==> config.mk <==
export PLATFORM = sky130hd
export DESIGN_NAME = rng_digit_scanner_flat
export DESIGN_NICKNAME = d
export VERILOG_FILES = /design/src/rtl/rng_digit_scanner_pkg.sv /design/src/rtl/rng_digit_scanner_if.sv /design/src/rtl/rng_digit_scanner_seg7.sv /design/src/rtl/rng_digit_scanner.sv /design/src/flat_wrapper.sv
export SDC_FILE = /design/constraint.sdc
export NUM_CORES = 1
export LEC_CHECK = 0
export BUFFER_PORTS_ARGS = -buffer_cell sky130_fd_sc_hd__buf_2
export CORE_MARGIN = 8
export CORE_UTILIZATION = 45
export DETAILED_ROUTE_END_ITERATION = 10
export PLACE_DENSITY_LB_ADDON = 0.12
export SKIP_CTS_REPAIR_TIMING = 1
export SLEW_MARGIN = 30
export SYNTH_ARGS = -nofsm -noshare
export SYNTH_HDL_FRONTEND = slang
export SYNTH_SLANG_ARGS = --single-unit
==> constraint.sdc <==
create_clock -name clk -period 6.24 [get_ports clk]
set_clock_uncertainty 0.2 [all_clocks]
set_input_delay 1.56 -clock clk [delete_from_list [all_inputs] [get_ports clk]]
set_output_delay 1.56 -clock clk [all_outputs]
set_load 0.05 [all_outputs]
==> src/rtl/rng_digit_scanner_pkg.sv <==
// Shared constants, types and the xorshift32 step for the random-digit display core.
package rng_digit_pkg;

    localparam int XS_A = 13;
    localparam int XS_B = 17;
    localparam int XS_C = 5;

    // Active-high segment patterns, bit0 = a ... bit6 = g
    localparam logic [6:0] SEG_0     = 7'b0111111;
    localparam logic [6:0] SEG_1     = 7'b0000110;
    localparam logic [6:0] SEG_2     = 7'b1011011;
    localparam logic [6:0] SEG_3     = 7'b1001111;
    localparam logic [6:0] SEG_4     = 7'b1100110;
    localparam logic [6:0] SEG_5     = 7'b1101101;
    localparam logic [6:0] SEG_6     = 7'b1111101;
    localparam logic [6:0] SEG_7     = 7'b0000111;
    localparam logic [6:0] SEG_8     = 7'b1111111;
    localparam logic [6:0] SEG_9     = 7'b1101111;
    localparam logic [6:0] SEG_BLANK = 7'b0000000;

    typedef enum logic [1:0] {
        IDLE   = 2'd0,
        GEN    = 2'd1,
        COMMIT = 2'd2
    } fsm_state_t;

    function automatic logic [31:0] xorshift32_step(input logic [31:0] x);
        logic [31:0] y;
        y = x ^ (x << XS_A);
        y = y ^ (y >> XS_B);
        y = y ^ (y << XS_C);
        return y;
    endfunction

    // A zero seed would lock xorshift at zero forever, so it maps to the default state.
    function automatic logic [31:0] seed_to_state(input logic [31:0] seed_zext,
                                                  input logic [31:0] default_seed);
        return (seed_zext == 32'd0) ? default_seed : seed_zext;
    endfunction

endpackage

==> src/rtl/rng_digit_scanner_if.sv <==
// Control/display bundle between the tile wrapper and the random-digit display core.
interface rng_digit_scanner_if #(
    parameter int NUM_DIGITS = 2,
    parameter int SEED_W     = 6
);
    logic [SEED_W-1:0]     seed;
    logic                  seed_load;
    logic                  run_en;
    logic                  step;
    logic [6:0]            segments;
    logic [NUM_DIGITS-1:0] digit_en;
    logic                  new_value;
    logic                  busy;

    modport master (
        output seed, seed_load, run_en, step,
        input  segments, digit_en, new_value, busy
    );

    modport slave (
        input  seed, seed_load, run_en, step,
        output segments, digit_en, new_value, busy
    );
endinterface

==> src/rtl/rng_digit_scanner_seg7.sv <==
// Hex-nibble to 7-segment decoder; values above 9 blank the digit.
module seg7
    import rng_digit_pkg::*;
(
    input  logic [3:0] counter,
    output logic [6:0] segments
);

    always_comb begin
        segments = SEG_BLANK;
        case (counter)
            4'd0: segments = SEG_0;
            4'd1: segments = SEG_1;
            4'd2: segments = SEG_2;
            4'd3: segments = SEG_3;
            4'd4: segments = SEG_4;
            4'd5: segments = SEG_5;
            4'd6: segments = SEG_6;
            4'd7: segments = SEG_7;
            4'd8: segments = SEG_8;
            4'd9: segments = SEG_9;
            default: segments = SEG_BLANK;
        endcase
    end

endmodule

==> src/rtl/rng_digit_scanner.sv <==
// Multi-digit random display: xorshift32 PRNG, rejection-sampled 0-9 digits,
// shadow/display digit banks and a time-multiplexed 7-segment scan.
module rng_digit_scanner
    import rng_digit_pkg::*;
#(
    parameter int          NUM_DIGITS   = 2,
    parameter int          TICK_MAX     = 999,
    parameter int          SCAN_DIV     = 15,
    parameter int          SEED_W       = 6,
    parameter logic [31:0] DEFAULT_SEED = 32'h1,
    parameter int          MAX_REJECT   = 7
) (
    input logic                 clk,
    input logic                 reset,
    rng_digit_scanner_if.slave  bus
);

    localparam int IDX_W  = $clog2(NUM_DIGITS + 1);
    localparam int SEL_W  = (NUM_DIGITS > 1) ? $clog2(NUM_DIGITS) : 1;
    localparam int TICK_W = $clog2(TICK_MAX + 2);
    localparam int SCAN_W = $clog2(SCAN_DIV + 2);
    localparam int REJ_W  = $clog2(MAX_REJECT + 1);

    fsm_state_t        fsm_q, fsm_d;
    logic [IDX_W-1:0]  idx_q, idx_d;
    logic [REJ_W-1:0]  rej_q, rej_d;
    logic [31:0]       state_q;
    logic              new_value_q;
    logic [TICK_W-1:0] tick_cnt_q;
    logic [SCAN_W-1:0] scan_cnt_q;
    logic [SEL_W-1:0]  digit_sel_q;
    logic [3:0]        shadow_q  [NUM_DIGITS];
    logic [3:0]        display_q [NUM_DIGITS];

    logic [31:0] xs_next;
    logic [3:0]  nib;
    logic [3:0]  digit;
    logic        accept;
    logic        tick;
    logic        draw_req;
    logic        gen_step;
    logic        shadow_we;
    logic        commit;
    logic [3:0]  shown_digit;

    assign tick     = bus.run_en && (tick_cnt_q == TICK_W'(TICK_MAX));
    assign draw_req = tick || bus.step;

    assign xs_next = xorshift32_step(state_q);
    assign nib     = xs_next[3:0];
    // After MAX_REJECT-1 consecutive rejections the next nibble is folded into 0..5.
    assign accept  = (nib < 4'd10) || (rej_q == REJ_W'(MAX_REJECT - 1));
    assign digit   = (nib < 4'd10) ? nib : (nib - 4'd10);

    always_comb begin
        fsm_d     = fsm_q;
        idx_d     = idx_q;
        rej_d     = rej_q;
        gen_step  = 1'b0;
        shadow_we = 1'b0;
        commit    = 1'b0;
        case (fsm_q)
            IDLE: begin
                if (draw_req) begin
                    fsm_d = GEN;
                    idx_d = '0;
                    rej_d = '0;
                end
            end
            GEN: begin
                gen_step = 1'b1;
                if (accept) begin
                    shadow_we = 1'b1;
                    rej_d     = '0;
                    idx_d     = idx_q + IDX_W'(1);
                    if (idx_q == IDX_W'(NUM_DIGITS - 1)) begin
                        fsm_d = COMMIT;
                    end
                end else begin
                    rej_d = rej_q + REJ_W'(1);
                end
            end
            COMMIT: begin
                commit = 1'b1;
                fsm_d  = IDLE;
            end
            default: fsm_d = IDLE;
        endcase
        // A seed load wins over everything and throws away a draw in progress.
        if (bus.seed_load) begin
            fsm_d     = IDLE;
            gen_step  = 1'b0;
            shadow_we = 1'b0;
            commit    = 1'b0;
        end
    end

    always_ff @(posedge clk or posedge reset) begin
        if (reset) begin
            fsm_q       <= IDLE;
            idx_q       <= '0;
            rej_q       <= '0;
            new_value_q <= 1'b0;
            state_q     <= DEFAULT_SEED;
        end else begin
            fsm_q       <= fsm_d;
            idx_q       <= idx_d;
            rej_q       <= rej_d;
            new_value_q <= commit;
            if (bus.seed_load) begin
                state_q <= seed_to_state(32'(bus.seed), DEFAULT_SEED);
            end else if (gen_step) begin
                state_q <= xs_next;
            end
        end
    end

    always_ff @(posedge clk or posedge reset) begin
        if (reset) begin
            for (int i = 0; i < NUM_DIGITS; i++) begin
                shadow_q[i]  <= '0;
                display_q[i] <= '0;
            end
        end else begin
            for (int i = 0; i < NUM_DIGITS; i++) begin
                if (shadow_we && (idx_q == IDX_W'(i))) begin
                    shadow_q[i] <= digit;
                end
                if (commit) begin
                    display_q[i] <= shadow_q[i];
                end
            end
        end
    end

    always_ff @(posedge clk or posedge reset) begin
        if (reset) begin
            tick_cnt_q  <= '0;
            scan_cnt_q  <= '0;
            digit_sel_q <= '0;
        end else begin
            if (bus.run_en) begin
                tick_cnt_q <= tick ? '0 : (tick_cnt_q + TICK_W'(1));
            end
            if (scan_cnt_q == SCAN_W'(SCAN_DIV)) begin
                scan_cnt_q  <= '0;
                digit_sel_q <= (digit_sel_q == SEL_W'(NUM_DIGITS - 1)) ? '0
                                                                       : (digit_sel_q + SEL_W'(1));
            end else begin
                scan_cnt_q <= scan_cnt_q + SCAN_W'(1);
            end
        end
    end

    // Segments and enable both derive from the registered selector, so they switch together.
    always_comb begin
        shown_digit  = '0;
        bus.digit_en = '0;
        for (int i = 0; i < NUM_DIGITS; i++) begin
            if (digit_sel_q == SEL_W'(i)) begin
                shown_digit     = display_q[i];
                bus.digit_en[i] = 1'b1;
            end
        end
    end

    seg7 u_seg7 (
        .counter  (shown_digit),
        .segments (bus.segments)
    );

    assign bus.new_value = new_value_q;
    assign bus.busy      = (fsm_q != IDLE);

endmodule
==> src/flat_wrapper.sv <==
// flat-port wrapper written by rule: the top's interface ports become plain ports
module rng_digit_scanner_flat import rng_digit_pkg::*;
#(
    parameter int          NUM_DIGITS   = 2,
    parameter int          TICK_MAX     = 999,
    parameter int          SCAN_DIV     = 15,
    parameter int          SEED_W       = 6,
    parameter logic [31:0] DEFAULT_SEED = 32'h1,
    parameter int          MAX_REJECT   = 7
)
  (clk, reset, bus_seed, bus_seed_load, bus_run_en, bus_step, bus_segments, bus_digit_en, bus_new_value, bus_busy);
  rng_digit_scanner_if #(.NUM_DIGITS(NUM_DIGITS), .SEED_W(SEED_W)) bus_i ();
  input logic clk;
  input logic reset;
  input wire logic [$bits(bus_i.seed)-1:0] bus_seed;
  input wire logic [$bits(bus_i.seed_load)-1:0] bus_seed_load;
  input wire logic [$bits(bus_i.run_en)-1:0] bus_run_en;
  input wire logic [$bits(bus_i.step)-1:0] bus_step;
  output wire logic [$bits(bus_i.segments)-1:0] bus_segments;
  output wire logic [$bits(bus_i.digit_en)-1:0] bus_digit_en;
  output wire logic [$bits(bus_i.new_value)-1:0] bus_new_value;
  output wire logic [$bits(bus_i.busy)-1:0] bus_busy;
  assign bus_i.seed = bus_seed;
  assign bus_i.seed_load = bus_seed_load;
  assign bus_i.run_en = bus_run_en;
  assign bus_i.step = bus_step;
  assign bus_segments = bus_i.segments;
  assign bus_digit_en = bus_i.digit_en;
  assign bus_new_value = bus_i.new_value;
  assign bus_busy = bus_i.busy;
  rng_digit_scanner #(.NUM_DIGITS(NUM_DIGITS), .TICK_MAX(TICK_MAX), .SCAN_DIV(SCAN_DIV), .SEED_W(SEED_W), .DEFAULT_SEED(DEFAULT_SEED), .MAX_REJECT(MAX_REJECT)) u_core (.clk(clk), .reset(reset), .bus(bus_i));
endmodule
==> flow_metrics.tcl <==
set metrics [dict create \
    cts_max_path_buffers 2 \
    drtAntennaViolNets 0 \
    fp.dieW_um 114 \
    grt_pass1_vias 2701 \
    hold_path_class "reg -> reg" \
    path_buf_inv 2 \
    multi_input_area_sq_um 2340 \
    antenna_found_initial 0 \
    drcViolationCount 0 \
    core_sq_um 9280 \
    max_slew_margin_pct 48.8 \
    setup_viol 0 \
    rsz0062_at_grt "no" \
    die-area_sq_um 13000 \
    worstSetupEndpointType "primary output" \
    critPathLaunchType "flop" \
    synth_fa_ha_area_share_pct 3.78 \
    synthToLayoutAreaGrowth_pct 8.86 \
    synth_top_family_by_area "XOR/XNOR gates" \
    synthesis.nets 415 \
    cpLargestDelayFamily "multiplexers" \
    synth_xor_area_share_pct 24.4 \
    worst_slack_ps 2170 \
    cts.reportedPaths.clkPinSlew_ps 80 \
    synth_mux_area_share_pct 5.61 \
    status "finished, final reports clean" \
    yosysSeqAreaShare_pct 41.9 \
    post-place-ws_ps 2530 \
    fin_nets 425 \
    fin_util_pct 50.5 \
    cts_tree "built" \
    yosys_most_used_dff "dfrtp_1" \
    cpMaxStageDelayCell "mux2i_1" \
    hold_violations 0 \
    ir_drop_mv 0.302 \
    power_density_nw_per_um2 559 \
    crit_fanout 7 \
    drtPass1Iterations 4 \
    path_cells "mux2i_1, inv_1, ha_1, o22ai_1, buf_2" \
    power_mw 2.62 \
    grtUsageTotal_pct 13.2 \
    start_util_pct 46.4 \
    place.gp.congestion 0.779 \
    fill_cells 901 \
    grt_overflow_total 0 \
    clock-sinks 72 \
    regArea_sq_um 1800 \
    p_leak_nw 2.18 \
    synth_cells 391 \
    r2r_slack_ps 3820 \
    period_needed_ps 4070 \
    synth-async-reset-ratio_pct 100 \
    die_y_um 114 \
    worstMarginPinSlew_ps 767 \
    grt_pass1_wl_um 13600 \
    switching_share_pct 40.0 \
    yosys_warnings 0 \
    hold_start "u_core.scan_cnt_q[0]" \
    synth_seq_cells 72 \
    ff2ff_path_depth 5 \
    power.switching_mw 1.05 \
    hold_end "u_core.scan_cnt_q[0]" \
    fin_hold_ws_ps 265 \
    synth_compound_area_share_pct 8.92 \
    fin_crit_sh_pct 65.2 \
    combPwrFrac_pct 53.9 \
    synth.top_cell.area_share_pct 41.2 \
    maxSlewViolCount 0 \
    antenna_cells 0 \
    route.vias.total 2752 \
    cp_data_required_time_ps 4480 \
    max_stage_delay_ps 550 \
    syn-mean-instance-area_sq_um 11.0 \
    cts_root_buffer "clkbuf_8" \
    path_class "reg -> out" \
    drt-total-wl_um 7830 \
    grt_max_degree 50 \
    r2r-end "u_core.shadow_q[4]" \
    vias_per_cell 5.14 \
    dpl.hpwl_um 5390 \
    ctsHtreeMaxLevel 3 \
    fmax_ghz 0.246 \
    yosys.area.top_type "dfrtp_1" \
    min_path_cells 1 \
    synthSimpleGateAreaFrac_pct 11.6 \
    syn-cell-area_sq_um 4310 \
    placementRows 35 \
    drtIter0Drc 135 \
    yosysUniqueCellTypes 52 \
    drive_above_1_share_pct 14.3 \
    p_int_mw 1.57 \
    pwr-share-seq_pct 31.2 \
    num_io_pins 22 \
    synth-edff-count 0 \
    crit_arrival_ps 2310 \
    finalSetupTns_ps 0 \
    rr_startpoint "u_core.state_q[6]" \
    p_clk_share_pct 14.8 \
    ys_top_cells_by_area "dfrtp_1 41%, xnor3_1 9.9%, xnor2_1 8.1%, ha_1 3.8%, nor2_1 3.7%" \
    cts-buffers-inserted 9 \
    maxCapViolCount 0 \
    wl_per_cell_um 14.6 \
    clk_latency_ps 350 \
    port_buffers 21 \
]
## per-stage QoR
step / area, sq um / cells
after floorplan: 4310 / 391
after global placement: 4480 / 519
after detailed placement: 4480 / 519
after CTS: 4690 / 535
after global routing: 4690 / 535
final: 4690 / 535
## layout by cell type, fill, tap and decap left out, drive strengths merged, types with 2 or more instances in the layout
cell type,netlist,routed
xnor2,40,40
ha,13,13
nor3,5,5
clkinv,0,2
mux2,17,17
inv,16,17
clkinvlp,0,2
nor2b,3,3
a21oi,22,22
xnor3,20,20
nand2,15,15
nand3,6,6
o21ai,28,28
nor2,42,42
buf,6,23
or3,15,15
dfrtp,71,71
clkbuf,18,10
nand2b,2,2
o22ai,3,3
mux2i,5,5
o21a,2,2
nand4,5,5
xor3,6,6
xor2,12,12
a31oi,2,2
## per-layer routing
metal / vias to the layer above / track usage (%) / share of wire [%]
li1: 1361 / - / -
met3: 11 / 2.43 / 3.4
met2: 37 / 18.9 / 43
met1: 1343 / 19.1 / 52
met5: - / 0 / 0
met4: 0 / 5.32 / 1.5
## power by group through the flow
stage	logic (mW)	clock network, mW	registers (mW)
after floorplan	1.31	0	0.722
after global placement	1.40	0	0.826
after detailed placement	1.42	0	0.830
after CTS	1.43	0.400	0.822
after global routing	1.58	0.416	0.851
final	1.41	0.388	0.818
## logic make-up after synthesis
logic type | count (synthesis)
buffers and inverters | 40
multiplexers | 22
AND/OR/NAND/NOR | 99
flip-flops | 72
AO/OA/AOI/OAI | 67
adder cells (fa/ha/maj) | 13
XOR/XNOR | 78
## flip-flops by register name, indices dropped and copies added (netlist names)
register	cells
u_core.state_q	32
u_core.tick_cnt_q	10
u_core.display_q	8
u_core.shadow_q	8
u_core.scan_cnt_q	5
u_core.rej_q	3
u_core.fsm_q	2
u_core.idx_q	2
u_core.bus.new_value	1
u_core.digit_sel_q	1
## cell usage after synthesis (2+ instances only)
cell	count
clkbuf_1	18
a31oi_1	2
nand4_1	3
nor2_1	42
mux2_1	8
o22ai_1	3
ha_1	13
dfrtp_1	71
nand2_1	15
nor2b_1	3
inv_1	14
xor3_1	5
nand3_1	6
or3_1	15
nor3_1	3
xnor3_1	19
xnor2_1	40
a21oi_1	22
o21a_1	2
inv_2	2
mux2i_1	5
xor2_1	12
nor3_2	2
buf_2	3
o21ai_0	18
mux2_2	9
nand2b_1	2
o21ai_1	10
## layout make-up
type / count / share of cell area (%)
multi-input cells: 279 / 49.9
flip-flops and latches: 72 / 38.4
well taps: 129 / 3.44
clock buffers: 10 / 2.93
repair buffers: 23 / 2.56
clock inverters: 6 / 1.44
inverters: 16 / 1.28
## how the worst max path moves through the flow
| stage | from | to | slack (ps) | cells after the start |
|---|---|---|---|---|
| after floorplan | u_core.digit_sel_q | bus_segments[0] | 2050 | 4 |
| after global placement | u_core.digit_sel_q | bus_segments[6] | 2630 | 5 |
| after detailed placement | u_core.digit_sel_q | bus_segments[6] | 2530 | 5 |
| after CTS | u_core.digit_sel_q | bus_segments[6] | 2130 | 5 |
| after global routing | u_core.digit_sel_q | bus_segments[5] | 2000 | 5 |
| final | u_core.digit_sel_q | bus_segments[6] | 2170 | 5 |
Note: power is estimated with default switching activity, not from simulation.
